<file path="src/rtl/memcoll_port_arbiter.sv">
// Per-collection arbiter sharing one single-port, read-first memory port between a
// read client and a write client, with alternating priority under contention.
module memcoll_port_arbiter #(
  parameter int unsigned collection = 2,
  parameter int unsigned z          = 2,
  parameter int unsigned depth      = 2,
  parameter int unsigned width      = 4,
  localparam int unsigned addrsize  = (depth == 1) ? 1 : $clog2(depth)
) (
  input  logic                  clk,
  input  logic                  reset,
  input  logic [collection-1:0] rd_req,
  input  logic [addrsize-1:0]   rd_addr  [collection],
  output logic [collection-1:0] rd_grant,
  output logic [collection-1:0] rd_valid,
  output logic [width-1:0]      rd_data  [collection][z],
  input  logic [collection-1:0] wr_req,
  input  logic [addrsize-1:0]   wr_addr  [collection][z],
  input  logic [z-1:0]          wr_mask  [collection],
  input  logic [width-1:0]      wr_data  [collection][z],
  output logic [collection-1:0] wr_grant,
  output logic [addrsize-1:0]   address  [collection][z],
  output logic [z-1:0]          we       [collection],
  output logic [width-1:0]      data_in  [collection][z],
  input  logic [width-1:0]      data_out [collection][z]
);

  // pri_q[c]: 0 = read preferred, 1 = write preferred
  logic [collection-1:0] pri_q, pri_d;
  logic [collection-1:0] rd_valid_q, rd_valid_d;
  logic [collection-1:0] rd_g, wr_g;

  always_comb begin
    rd_g       = '0;
    wr_g       = '0;
    pri_d      = pri_q;
    rd_valid_d = '0;
    for (int c = 0; c < collection; c++) begin
      we[c] = '0;
      for (int j = 0; j < z; j++) begin
        address[c][j] = '0;
        data_in[c][j] = '0;
      end
      if (!reset) begin
        rd_g[c] = rd_req[c] & (~wr_req[c] | ~pri_q[c]);
        wr_g[c] = wr_req[c] & ~rd_g[c];
        // After contention the loser gets preference next time
        if (rd_req[c] && wr_req[c]) begin
          pri_d[c] = rd_g[c];
        end
        rd_valid_d[c] = rd_g[c];
        if (rd_g[c]) begin
          for (int j = 0; j < z; j++) begin
            address[c][j] = rd_addr[c];
          end
        end else if (wr_g[c]) begin
          we[c] = wr_mask[c];
          for (int j = 0; j < z; j++) begin
            address[c][j] = wr_addr[c][j];
            data_in[c][j] = wr_data[c][j];
          end
        end
      end
    end
  end

  always_ff @(posedge clk) begin
    if (reset) begin
      pri_q      <= '0;
      rd_valid_q <= '0;
    end else begin
      pri_q      <= pri_d;
      rd_valid_q <= rd_valid_d;
    end
  end

  assign rd_grant = rd_g;
  assign wr_grant = wr_g;
  assign rd_valid = rd_valid_q;
  assign rd_data  = data_out;

endmodule

</file>
<file path="config.mk">
export PLATFORM = sky130hd
export DESIGN_NAME = memcoll_port_arbiter
export DESIGN_NICKNAME = d
export VERILOG_FILES = /design/src/rtl/memcoll_port_arbiter.sv
export SDC_FILE = /design/constraint.sdc
export NUM_CORES = 1
export LEC_CHECK = 0
export CAP_MARGIN = 20
export CORE_UTILIZATION = 23
export CTS_BUF_LIST = sky130_fd_sc_hd__clkbuf_4 sky130_fd_sc_hd__clkbuf_8 sky130_fd_sc_hd__clkbuf_16
export DETAILED_ROUTE_END_ITERATION = 10
export GPL_TIMING_DRIVEN = 0
export PLACE_DENSITY = 0.82
export SLEW_MARGIN = 20
export SYNTH_ARGS = -nofsm -noshare
export SYNTH_HDL_FRONTEND = slang
export SYNTH_SLANG_ARGS = --single-unit
</file>
<file path="constraint.sdc">
create_clock -name clk -period 2.26 [get_ports clk]
set_clock_uncertainty 0.1 [all_clocks]
set_input_delay 0.226 -clock clk [delete_from_list [all_inputs] [get_ports clk]]
set_output_delay 0.226 -clock clk [all_outputs]
set_load 0.02 [all_outputs]
</file>
==> impl_metrics.yaml <==
floorplan:
  die_area_um2: 2655
  num_rows: 17
  dieHeight_um: 51.53
  die_x_um: 51.53
  io_pins: 94
  start_util_pct: 25.03
  core_area_um2: 2255
final_layout:
  drive_gt1_share_pct: 29.80
  antenna_cells: 0
  fin_area_um2: 1433
  nets: 201
  areaGrowthSynthToFinish_pct: 153.9
sta:
  setup_viol: 0
  post-route-min-period_ps: 2225
  max_freq_ghz: 0.4495
  max_slew_margin_pct: 73.57
  finalCritPeriodShare_pct: 98.44
  fin_ws_ps: 35.34
  hold_viol_final: 0
  finalSetupTns_ps: 0
  slew_viol_final: 0
  worst_slew_pin_slew_ps: 396.5
synthesis:
  synth_xor_area_share_pct: 3.104
  synth-seq-area-share_pct: 14.19
  synth_compound_area_share_pct: 3.548
  syn-mean-instance-area_um2: 7.948
  syn_area_um2: 564.3
  async_flop_share_pct: 0
  synth_top_area_share_pct: 27.94
  synth.distinct_cells: 13
  ys_seq_elements: 4
  synth-adder-area-share_pct: 0
  yosys.area_share.simple_pct: 53.22
  synth_top_family_by_area: "simple AND/OR/NAND/NOR gates"
  synth_area_leaders: "and2_4 (28%), buf_4 (21%), dfxtp_1 (14%)"
  synth_most_common_cell: "and2_4"
  synth_warnings: 0
  synth_top_area_cell: "and2_4"
  synth_common_cells: "and2_4 (18), buf_4 (16), nand2_1 (6), nand3_1 (6), nor2_1 (6)"
  syn-num-nets: 119
  synth_edf_count: 0
  synth_top_flop_cell: "dfxtp_1"
  synth_mux_area_share_pct: 0
  syn_inst: 71
global_routing:
  grt_usage_pct: 13.41
  globalRouteOverflowTotal: 0
  grt_max_degree: 11
  grt_pass1_wl_mm: 2.670
  grt_pass1_vias: 673
  antenna_found_initial: 0
setup_path:
  crit_type: "in -> out"
  cp.arrival_ps: 1900
  critPathMaxFanout: 10
  start_kind: "primary input"
  cp.required_ps: 1930
  crit_path_end_kind: "output port"
detailed_routing:
  routedWlPerCell_um: 11.67
  route.detailed.drc: 0
  postRouteAntennaNets: 0
  num_vias: 745
  finalWirelength_mm: 2.089
  drtIter0Drc: 7
  firstDrtPassIters: 3
  viasPerCell: 4.162
place:
  gp_congestion: 0.6967
  placed_area_um2: 1370
  place_ws_ps: -0.1947
  dp_hpwl_mm: 1.795
  port_buffers: 77
power_and_ir_drop:
  vdd_drop_max_mv: 0.2574
  leakagePower_nw: 0.8599
  power.density_nw_per_um2: 294.3
  finalPower_mw: 0.4216
clock_network:
  cts.sinks: 4
  cts.clk_slew.worst_paths_ps: 30
  cts_hold_buffers: 0
  cts_tree: "built"
  cts_setup_buffers: 0
  clockBufferDepth: 2
  clk_latency_ps: 230
  htreeDepth: 1
  post_cts_resized: 0
  cts_made_buffers: 3
  cts-root-buf: "clkbuf_4"
outcome:
  outcome: "finished clean"
job:
  drv_cap: 0
min_path:
  min_path_type: "reg -> reg"
==> final cells by class <==
cell class	count	area (µm²)
sequential	4	80.08
fill	203	822.0
timing repair buffer	77	810.8
tap	28	35.03
multi-input combinational	48	337.8
clock buffer	3	22.52
buffer	19	146.4
==> kinds of logic after synthesis <==
group | Yosys count
buffers and inverters | 19
AND/OR/NAND/NOR | 42
XOR/XNOR | 2
AO/OA/AOI/OAI | 4
flip-flops | 4
==> power by group <==
group | internal [mW] | switching (mW)
sequential | 0.0764 | 0.00309
clock | 0.0593 | 0.0278
combinational | 0.156 | 0.0993
==> stage by stage <==
step / std cells / util [%] / hold WS, ps
floorplan: 71 / - / 263.8
global placement: 176 / 60.77 / 421.0
detailed placement: 176 / 60.77 / 429.1
CTS: 179 / 61.76 / 442.0
global route: 179 / 63.54 / 465.5
finish: 179 / 63.54 / 440.6
==> final timing paths <==
check | cells past startpoint | startpoint | slack [ps] | endpoint
worst max-delay path | 6 | rd_req[0] | 40 | we[2]
worst min register to register | 2 | pri_q[0] | 440 | pri_q[0]
worst max register to register | 3 | pri_q[1] | 1470 | rd_valid[1]
worst min-delay path | 2 | pri_q[0] | 440 | pri_q[0]
==> registers in the layout (all words and copies together), names as in the netlist <==
name and count:
pri_q 2, rd_valid 2
==> cells in the final DEF, fill, tap and decap left out, drive strengths merged <==
cell type      netlist  final
buf                 18     18
xor2                 2      2
nand2b               2      2
clkbuf               1      4
and3b                2      2
nand2                6      6
nand3                6      6
dlymetal6s2s         0     16
and2                20     20
dfxtp                4      4
nor2                 6      6
clkdlybuf4s50        0     61
a21oi                4      4
==> per-layer routing <==
layer,vias to the layer above,wire [µm],GRT usage (%)
li1,368,-,-
met5,-,0,0
met2,50,1204,27.49
met4,0,0,6.757
met3,0,235,3.216
met1,327,649,11.68
==> worst max-delay path, stage by stage <==
cell             delay [ps]
clkdlybuf4s50_1         500
nand2b_4                120
and3b_4                 200
buf_6                   120
and2_4                  130
clkdlybuf4s50_1         590
No activity file was read; power rests on OpenSTA's default activity.
